--- src/rtl/load_store_unit.sv ---
//============================================================================
//  Module   : load_store_unit
//  Purpose  : Single-outstanding memory-access initiator between the execute
//             stage and a word-wide data memory. Issues word-aligned accesses,
//             extracts/extends sub-word load data and merges sub-word stores
//             through a read-modify-write sequence.
//  Ports    : clk, reset             - clock, synchronous active-high reset
//             req_i/we_i/funct3_i    - request strobe, store flag, RISC-V funct3
//             addr_i/wdata_i         - byte address, store data
//             busy_o/done_o/error_o  - stall, completion pulse, error flag
//             rdata_o                - load result (held until next good load)
//             Mem_Read_o/Mem_Write_o - memory strobes
//             Address_o/Write_Data_o - word address and write word
//             Read_Data_i            - combinational memory read data
//  Config   : LSU_SUBWORD_EN - when defined, byte/halfword accesses and the
//             RMW_RD/RMW_WR states are built; otherwise only LW/SW are legal.
//  Revision : 1.0 - initial release
//============================================================================
`default_nettype none

module load_store_unit #(
    parameter int DATA_WIDTH = 32
) (
    input  logic                  clk,
    input  logic                  reset,
    input  logic                  req_i,
    input  logic                  we_i,
    input  logic [2:0]            funct3_i,
    input  logic [DATA_WIDTH-1:0] addr_i,
    input  logic [DATA_WIDTH-1:0] wdata_i,
    output logic                  busy_o,
    output logic                  done_o,
    output logic                  error_o,
    output logic [DATA_WIDTH-1:0] rdata_o,
    output logic                  Mem_Write_o,
    output logic                  Mem_Read_o,
    output logic [DATA_WIDTH-1:0] Address_o,
    output logic [DATA_WIDTH-1:0] Write_Data_o,
    input  logic [DATA_WIDTH-1:0] Read_Data_i
);

    typedef enum logic [2:0] {
        ST_IDLE   = 3'd0,
        ST_LOAD   = 3'd1,
        ST_STORE  = 3'd2,
        ST_RESP   = 3'd3
`ifdef LSU_SUBWORD_EN
        ,
        ST_RMW_RD = 3'd4,
        ST_RMW_WR = 3'd5
`endif
    } state_t;

    state_t                  r_state;
    state_t                  w_next;
    logic [DATA_WIDTH-3:0]   r_word_addr;
    logic [DATA_WIDTH-1:0]   r_wdata;
    logic [DATA_WIDTH-1:0]   r_rdata;
    logic                    r_err;
    logic                    w_f3_legal;
    logic                    w_misalign;
    logic                    w_req_err;
    logic [DATA_WIDTH-1:0]   w_load_data;

`ifdef LSU_SUBWORD_EN
    logic [1:0]              r_off;
    logic [2:0]              r_funct3;
    logic [DATA_WIDTH-1:0]   r_merge;
    logic [DATA_WIDTH-1:0]   w_lane;
    logic [DATA_WIDTH-1:0]   w_merged;
`endif

    // Request decode: legality of funct3 and natural alignment of the access.
`ifdef LSU_SUBWORD_EN
    always_comb begin
        if (we_i) begin
            w_f3_legal = funct3_i inside {3'b000, 3'b001, 3'b010};
        end else begin
            w_f3_legal = funct3_i inside {3'b000, 3'b001, 3'b010, 3'b100, 3'b101};
        end
        w_misalign = ((funct3_i[1:0] == 2'b01) && addr_i[0]) ||
                     ((funct3_i[1:0] == 2'b10) && (addr_i[1:0] != 2'b00));
    end
`else
    always_comb begin
        w_f3_legal = (funct3_i == 3'b010);
        w_misalign = (addr_i[1:0] != 2'b00);
    end
`endif

    assign w_req_err = !w_f3_legal || w_misalign;

`ifdef LSU_SUBWORD_EN
    // Shift the addressed lane down to bit 0, then extend per funct3[2]
    // (set = unsigned variant).
    assign w_lane = Read_Data_i >> {r_off, 3'b000};

    always_comb begin
        w_load_data = Read_Data_i;
        case (r_funct3[1:0])
            2'b00:   w_load_data = {{(DATA_WIDTH-8){~r_funct3[2] & w_lane[7]}}, w_lane[7:0]};
            2'b01:   w_load_data = {{(DATA_WIDTH-16){~r_funct3[2] & w_lane[15]}}, w_lane[15:0]};
            default: w_load_data = Read_Data_i;
        endcase
    end

    // Replace only the addressed byte/halfword of the word read in RMW_RD.
    always_comb begin
        w_merged = r_merge;
        if (r_funct3[1:0] == 2'b00) begin
            w_merged[{r_off, 3'b000} +: 8] = r_wdata[7:0];
        end else begin
            w_merged[{r_off[1], 4'b0000} +: 16] = r_wdata[15:0];
        end
    end
`else
    assign w_load_data = Read_Data_i;
`endif

    // Next-state logic
    always_comb begin
        w_next = r_state;
        case (r_state)
            ST_IDLE: begin
                if (req_i) begin
                    if (w_req_err) begin
                        w_next = ST_RESP;
                    end else if (!we_i) begin
                        w_next = ST_LOAD;
`ifdef LSU_SUBWORD_EN
                    end else if (funct3_i[1:0] != 2'b10) begin
                        w_next = ST_RMW_RD;
`endif
                    end else begin
                        w_next = ST_STORE;
                    end
                end
            end
            ST_LOAD:   w_next = ST_RESP;
            ST_STORE:  w_next = ST_RESP;
`ifdef LSU_SUBWORD_EN
            ST_RMW_RD: w_next = ST_RMW_WR;
            ST_RMW_WR: w_next = ST_RESP;
`endif
            ST_RESP:   w_next = ST_IDLE;
            default:   w_next = ST_IDLE;
        endcase
    end

    // Output decode. Memory strobes are gated by reset so an access caught
    // mid-flight by reset never reaches the memory.
    always_comb begin
        busy_o       = (r_state != ST_IDLE);
        done_o       = (r_state == ST_RESP);
        error_o      = (r_state == ST_RESP) && r_err;
        Mem_Read_o   = 1'b0;
        Mem_Write_o  = 1'b0;
        Address_o    = '0;
        Write_Data_o = '0;
        case (r_state)
            ST_LOAD: begin
                Mem_Read_o = !reset;
                Address_o  = {r_word_addr, 2'b00};
            end
            ST_STORE: begin
                Mem_Write_o  = !reset;
                Address_o    = {r_word_addr, 2'b00};
                Write_Data_o = r_wdata;
            end
`ifdef LSU_SUBWORD_EN
            ST_RMW_RD: begin
                Mem_Read_o = !reset;
                Address_o  = {r_word_addr, 2'b00};
            end
            ST_RMW_WR: begin
                Mem_Write_o  = !reset;
                Address_o    = {r_word_addr, 2'b00};
                Write_Data_o = w_merged;
            end
`endif
            default: begin
                Mem_Read_o = 1'b0;
            end
        endcase
    end

    assign rdata_o = r_rdata;

    always_ff @(posedge clk) begin
        if (reset) begin
            r_state     <= ST_IDLE;
            r_word_addr <= '0;
            r_wdata     <= '0;
            r_rdata     <= '0;
            r_err       <= 1'b0;
`ifdef LSU_SUBWORD_EN
            r_off       <= 2'b00;
            r_funct3    <= 3'b000;
            r_merge     <= '0;
`endif
        end else begin
            r_state <= w_next;
            if ((r_state == ST_IDLE) && req_i) begin
                r_word_addr <= addr_i[DATA_WIDTH-1:2];
                r_wdata     <= wdata_i;
                r_err       <= w_req_err;
`ifdef LSU_SUBWORD_EN
                r_off       <= addr_i[1:0];
                r_funct3    <= funct3_i;
`endif
            end
            if (r_state == ST_LOAD) begin
                r_rdata <= w_load_data;
            end
`ifdef LSU_SUBWORD_EN
            if (r_state == ST_RMW_RD) begin
                r_merge <= Read_Data_i;
            end
`endif
        end
    end

endmodule

`default_nettype wire

--- config.mk ---
export PLATFORM = sky130hd
export DESIGN_NAME = load_store_unit
export DESIGN_NICKNAME = d
export VERILOG_FILES = /design/src/rtl/load_store_unit.sv
export SDC_FILE = /design/constraint.sdc
export NUM_CORES = 1
export LEC_CHECK = 0
export ABC_AREA = 1
export BUFFER_PORTS_ARGS = -buffer_cell sky130_fd_sc_hd__buf_2
export CAP_MARGIN = 20
export CORE_MARGIN = 5
export CORE_UTILIZATION = 49
export CTS_CLUSTER_DIAMETER = 40
export DETAILED_ROUTE_END_ITERATION = 7
export HOLD_SLACK_MARGIN = 0.15
export MAX_ROUTING_LAYER = met4
export PLACE_DENSITY = 0.95
export SLEW_MARGIN = 20
export SYNTH_ARGS = -nofsm -noshare
export SYNTH_HDL_FRONTEND = slang
export SYNTH_SLANG_ARGS = --single-unit
--- constraint.sdc ---
create_clock -name clk -period 2.6 [get_ports clk]
set_input_delay 0.13 -clock clk [delete_from_list [all_inputs] [get_ports clk]]
set_output_delay 0.13 -clock clk [all_outputs]
set_load 0.02 [all_outputs]
==> run_results.csv, run 1 <==
group,metric,value,unit
status,status,"finished, final reports clean",
synthesis,syn-mean-instance-area,6.92,sq um
drt,drt-vias-per-instance,4.82,
timing,worst_pin_slew,737,ps
timing,period_minus_slack,2030,ps
floorplan,start_util,49.5,%
drt,drcViolationCount,0,
cells_and_area,final_cell_mix,"buf_2 (201), nor2_1 (194), dlygate4sd3_1 (98)",
floorplan,dieArea,10100,sq um
clocking,insertion_delay,350,ps
power_and_ir_drop,leakagePower,3.54,nW
cells_and_area,final_common_cell,"buf_2",
global_route,overflow,0,
clocking,cts_max_path_buffers,2,
timing,hold-worst-slack,180,ps
power_and_ir_drop,swShare,43.3,%
global_route,grt_pass1_vias,4691,
cells_and_area,nets,966,
critical_path,crit_fanout,31,
place,dp_hpwl,7.86,mm
global_route,grt_pass1_wl,22.2,mm
critical_path,path_class,"reg -> reg",
timing,setup_violations,0,
synthesis,synth_area,4010,sq um
power_and_ir_drop,switchingPower,0.00251,W
power_and_ir_drop,clkPwrFrac,16.5,%
clocking,htreeDepth,3,
critical_path,endpoint_kind,"flop",
synthesis,ys_ff_latch,97,
floorplan,core_area,8090,sq um
cells_and_area,antenna_cells,0,
synthesis,ys_seq_area_share,48.5,%
floorplan,die_w,100,um
synthesis,synthDistinctLibCells,19,
power_and_ir_drop,cellInternalPower,0.00328,W
global_route,antenna_found_initial,0,
floorplan,dieHeight,100,um
timing,slew_viol_final,0,
cells_and_area,drive_gt1_share,25.9,%
timing,max_freq,491,MHz
clocking,path_clk_slew,90,ps
drt,dr.pass1.iters,4,
timing,min_period_over_period,78.3,%
synthesis,netlist_instances,579,
global_route,grt.total_usage,28.7,%
floorplan,core.rowCount,33,
place,place_congestion,0.790,
critical_path,crit_arrival,2320,ps
synthesis,synth_warnings,0,
drt,ant_nets,0,
clocking,tritoncts,"built",
critical_path,cp_data_required_time,2890,ps
clocking,clock_sinks,97,
cells_and_area,syn_to_final_growth,53.6,%
place,port_buffers,201,
place,dp_cells,855,
critical_path,setup.worst_path.start_class,"flop",
hold_path,hold_class,"in -> reg",
power_and_ir_drop,seq_power_share,39.0,%
drt,detail_route.wl_per_cell,14.5,um
timing,fin_setup_tns,0,ps
power_and_ir_drop,pwr-share-comb,44.5,%
timing,fin_worst_skew,10.8,ps
clocking,cts_root_buf,"clkbuf_8",
drt,vias,4666,
clocking,numCtsBuffers,9,
power_and_ir_drop,powerDensity,941,nW/um^2
timing,rsz0062_at_grt,"no",
timing,relSlewSlack,50.9,%
floorplan,boundaryPins,204,
cells_and_area,stdcell_count,969,
power_and_ir_drop,ir_drop,0.621,mV
timing,hold_violations,0,
drt,routed_wl,14.1,mm
global_route,grt_max_degree,65,
job,drv_cap,0,
clocking,postCtsSetupBuffers,0,
drt,first_iter_violations,233,
cells_and_area,nFillCells,573,
## layout make-up
type / count / area, sq um / share of cell area, %
tap: 105 / 131 / 2.14
multi-input combinational: 372 / 1570 / 25.4
clock buffer: 11 / 131 / 2.14
timing repair buffer: 305 / 2040 / 33.2
inverter: 74 / 283 / 4.60
clock inverter: 5 / 56.3 / 0.915
sequential: 97 / 1940 / 31.6
## cell usage after synthesis (all sizes together)
library cell | number | share of area (%)
dfxtp | 97 | 48
a41oi | 1 | 0.22
nor2 | 194 | 18
buf | 17 | 3.3
ha | 4 | 1.2
clkinv | 1 | 0.22
nand4 | 2 | 0.31
inv | 73 | 6.8
a21oi | 2 | 0.25
nand2 | 72 | 6.8
conb | 1 | 0.094
o21ai | 95 | 12
clkbuf | 20 | 2.2
## worst paths after layout
kind,startpoint,endpoint,slack [ps],depth (start not counted)
worst max-delay path,r_state[0],r_state[1],570,8
worst min-delay path,addr_i[0],r_err,180,3
worst max register to register,r_state[0],r_state[1],570,8
worst min register to register,r_word_addr[10],r_word_addr[10],490,2
## layer usage
metal | wire (um) | share of wire [%] | up-vias | track usage, %
li1 | - | - | 2296 | -
met1 | 5360 | 38 | 2106 | 31.6
met2 | 7050 | 50 | 224 | 49.7
met3 | 1230 | 8.7 | 40 | 7.09
met4 | 427 | 3.0 | 0 | 11.0
met5 | 0 | 0 | - | -
## metrics by stage
step	total power, W	cell area, sq um	util, %	setup WS, ps
after floorplan	0.00394	4010	-	1250
after global placement	0.00458	4980	61.6	704
after detailed placement	0.00465	4980	61.6	645
after CTS	0.00572	6150	76.0	574
after global routing	0.00620	6150	76.0	436
final	0.00579	6150	76.0	565
## registers in the layout, indices dropped and copies added (netlist names)
name	cells
r_wdata	32
rdata_o	32
r_word_addr	30
r_state	2
r_err	1
## power groups by stage
| stage | Sequential (W) | Clock (W) | Combinational [W] |
|---|---|---|---|
| floorplan | 0.00247 | 0 | 0.00147 |
| global placement | 0.00224 | 0 | 0.00234 |
| detailed placement | 0.00226 | 0 | 0.00239 |
| CTS | 0.00223 | 0.000970 | 0.00251 |
| global route | 0.00231 | 0.00104 | 0.00285 |
| finish | 0.00226 | 0.000953 | 0.00258 |
## worst max-delay path, cell delays in order (launching register included)
cell	delay, ps
dfxtp_1	400
inv_1	80
ha_1	270
buf_4	320
inv_1	100
nand2_1	80
nand2_1	50
a21oi_1	120
dlygate4sd3_1	560
## timing repair
item	4_1_cts	5_1_grt
endpoints found under the hold margin	97	0
hold buffers	98	0
resized for setup	0	0
## cells by family (layout without fill, tap and decap cells)
kind of cell | count (synthesis) | after routing | synth area share (%)
adders and majority gates | 4 | 4 | 1.25
and+or+nand+nor | 268 | 268 | 25.3
buffers and inverters | 111 | 395 | 12.6
AOI/OAI and AO/OA | 98 | 98 | 12.3
other | 1 | 2 | 0.0936
DFF | 97 | 97 | 48.5
Note: power is estimated with default switching activity, not from simulation.
==> inputs of run 2 (changes only) <==
--- a/config.mk
+++ b/config.mk
@@ -9,12 +9,12 @@
 export BUFFER_PORTS_ARGS = -buffer_cell sky130_fd_sc_hd__buf_2
 export CAP_MARGIN = 20
 export CORE_MARGIN = 5
-export CORE_UTILIZATION = 49
+export CORE_UTILIZATION = 41
 export CTS_CLUSTER_DIAMETER = 40
 export DETAILED_ROUTE_END_ITERATION = 7
 export HOLD_SLACK_MARGIN = 0.15
 export MAX_ROUTING_LAYER = met4
-export PLACE_DENSITY = 0.95
+export PLACE_DENSITY = 0.87
 export SLEW_MARGIN = 20
 export SYNTH_ARGS = -nofsm -noshare
 export SYNTH_HDL_FRONTEND = slang
==> constraint.sdc (replaced) <==
create_clock -name clk -period 1.8 [get_ports clk]
set_input_delay 0.09 -clock clk [delete_from_list [all_inputs] [get_ports clk]]
set_output_delay 0.09 -clock clk [all_outputs]
set_load 0.02 [all_outputs]
==> run 2 against run 1 <==
Via count grew 0.34%. Total power grew 52%. First-iteration DRC count is 33% higher. Sequential cell count stayed put. Hold slack got worse by 22 ps. Register-to-register slack lost 200 ps. Routed wire length is 0.92% higher. Combinational power grew 55%. Sequential power rose by 44%. Non-clock buffer count is 7 higher. Critical path type is now reg -> out. Highest routed layer unchanged.
==> run_results.csv, run 2 (synthesized netlist as in run 1, its figures left out) <==
group,metric,value,unit
status,status,"finished, final reports clean",
timing,hold_violations,0,
critical_path,crit_path_max_incr_delay,380,ps
timing,setup_violations,0,
global_route,overflow,0,
timing,layout_setup_ws,80.3,ps
clocking,clock_sinks,97,
global_route,antenna_found_initial,1,
timing,period_minus_slack,1720,ps
job,drv_cap,0,
timing,max_freq,582,MHz
timing,min_period_over_period,95.5,%
floorplan,dieArea,11800,sq um
clocking,insertion_delay,350,ps
power_and_ir_drop,ir_drop,0.769,mV
power_and_ir_drop,leakagePower,3.62,nW
global_route,grt_pass1_vias,4765,
cells_and_area,post-route-util,66.0,%
power_and_ir_drop,powerDensity,1380,nW/um^2
floorplan,die_w,109,um
timing,fin_worst_skew,10.5,ps
timing,rsz0062_at_grt,"yes",
clocking,htreeDepth,3,
floorplan,core.rowCount,36,
cells_and_area,final_cell_mix,"buf_2 (201), nor2_1 (194), dlygate4sd3_1 (100)",
cells_and_area,syn_to_final_growth,58.9,%
place,place_congestion,0.761,
place,pre_cts_ws,279,ps
hold_path,hp-start,"we_i",
critical_path,setup.worst_path.start_class,"flop",
floorplan,core_area,9640,sq um
critical_path,cp_num_buf_inv,4,
place,dp_hpwl,7.88,mm
global_route,grt.total_usage,24.1,%
critical_path,crit_fanout,15,
critical_path,crit_family,"buffers and inverters",
clocking,cts_root_buf,"clkbuf_8",
clocking,numCtsBuffers,9,
critical_path,endpoint_kind,"output pin",
drt,first_iter_violations,310,
place,port_buffers,201,
critical_path,crit_path_frequent_cell,"inv_1",
power_and_ir_drop,total_power,0.00882,W
global_route,grt_pass1_wl,21.8,mm
drt,vias,4682,
critical_path,cp_data_required_time,1710,ps
clocking,postCtsSetupBuffers,0,
floorplan,dieHeight,109,um
cells_and_area,nFillCells,775,
cells_and_area,drive_gt1_share,26.7,%
critical_path,path_class,"reg -> out",
global_route,grt_max_degree,63,
timing,slew_viol_final,0,
clocking,tritoncts,"built",
clocking,path_clk_slew,90,ps
drt,drt-vias-per-instance,4.67,
critical_path,crit_start,"r_state[0]",
drt,ant_nets,0,
clocking,cts_max_path_buffers,2,
critical_path,timing.rr.start,"r_state[0]",
drt,routed_wl,14.2,mm
floorplan,boundaryPins,204,
floorplan,start_util,41.6,%
drt,detail_route.wl_per_cell,14.1,um
critical_path,crit_arrival,1630,ps
critical_path,cp_cell_sequence,"inv_1 -> ha_2 -> clkbuf_16 -> nand2_1 -> inv_1 -> buf_2",
hold_path,hold_class,"in -> reg",
cells_and_area,nets,973,
cells_and_area,final_common_cell,"buf_2",
drt,drcViolationCount,0,
critical_path,slowest_stage,"ha_2",
drt,dr.pass1.iters,5,
run 2: cell types whose count changed in the layout (fill, tap and decap cells not counted), sizes merged:
cell / previous run / this run
buf: 207 / 211
bufinv: 1 / 2
clkbuf: 11 / 12
clkinv: 4 / 2
clkinvlp: 1 / 0
diode: 0 / 1
dlygate4sd3: 98 / 100
run 2: report_power, final:
group / internal, W / switching (W) / total, W
Sequential: 0.00288 / 0.000376 / 0.00326
Combinational: 0.00145 / 0.00255 / 0.00400
Clock: 0.000843 / 0.000717 / 0.00156
run 2: tightest hold or removal path, stage by stage:
cell	delay [ps]
buf_2	80
nand4_1	90
nand2_1	60
nand2_1	40
nand2_1	50
a21oi_1	50
run 2: repair_timing:
item	CTS	global route
hold endpoints to repair	97	0
resized for setup	0	4
setup endpoints to repair	0	31
hold buffers	100	0
run 2: worst paths after layout:
kind / endpoint / slack [ps] / cells past startpoint
max reg2reg: r_wdata[9] / 370 / 7
min reg2reg: rdata_o[24] / 490 / 2
min: r_state[0] / 160 / 6
max: Address_o[27] / 80 / 6
run 2: cell type report:
cell class	count	area (sq um)	share of cell area [%]
well taps	133	166	2.61
clock buffers	11	151	2.38
repair buffers	312	2190	34.3
diodes	1	2.50	0.0393
inverters	74	283	4.44
clock inverters	3	65.1	1.02
flip-flops and latches	97	1940	30.5
multi-input cells	372	1570	24.6
run 2: per-stage QoR:
step | cell area, sq um | setup TNS (ps) | instances | hold slack, ps
6_report | 6370 | 0 | 1003 | 158
5_1_grt | 6370 | -273 | 1003 | 194
4_1_cts | 6330 | 0 | 1001 | 153
3_5_place_dp | 5110 | 0 | 887 | 320
3_3_place_gp | 5110 | 0 | 887 | 311
2_1_floorplan | 4010 | 0 | 580 | 159
run 2: routing by layer:
| layer | vias up | wire (um) | GRT usage, % |
|---|---|---|---|
| li1 | 2311 | - | - |
| met1 | 2091 | 5820 | 27.0 |
| met2 | 239 | 6900 | 41.1 |
| met3 | 41 | 1100 | 5.68 |
| met4 | 0 | 371 | 10.6 |
| met5 | - | 0 | - |
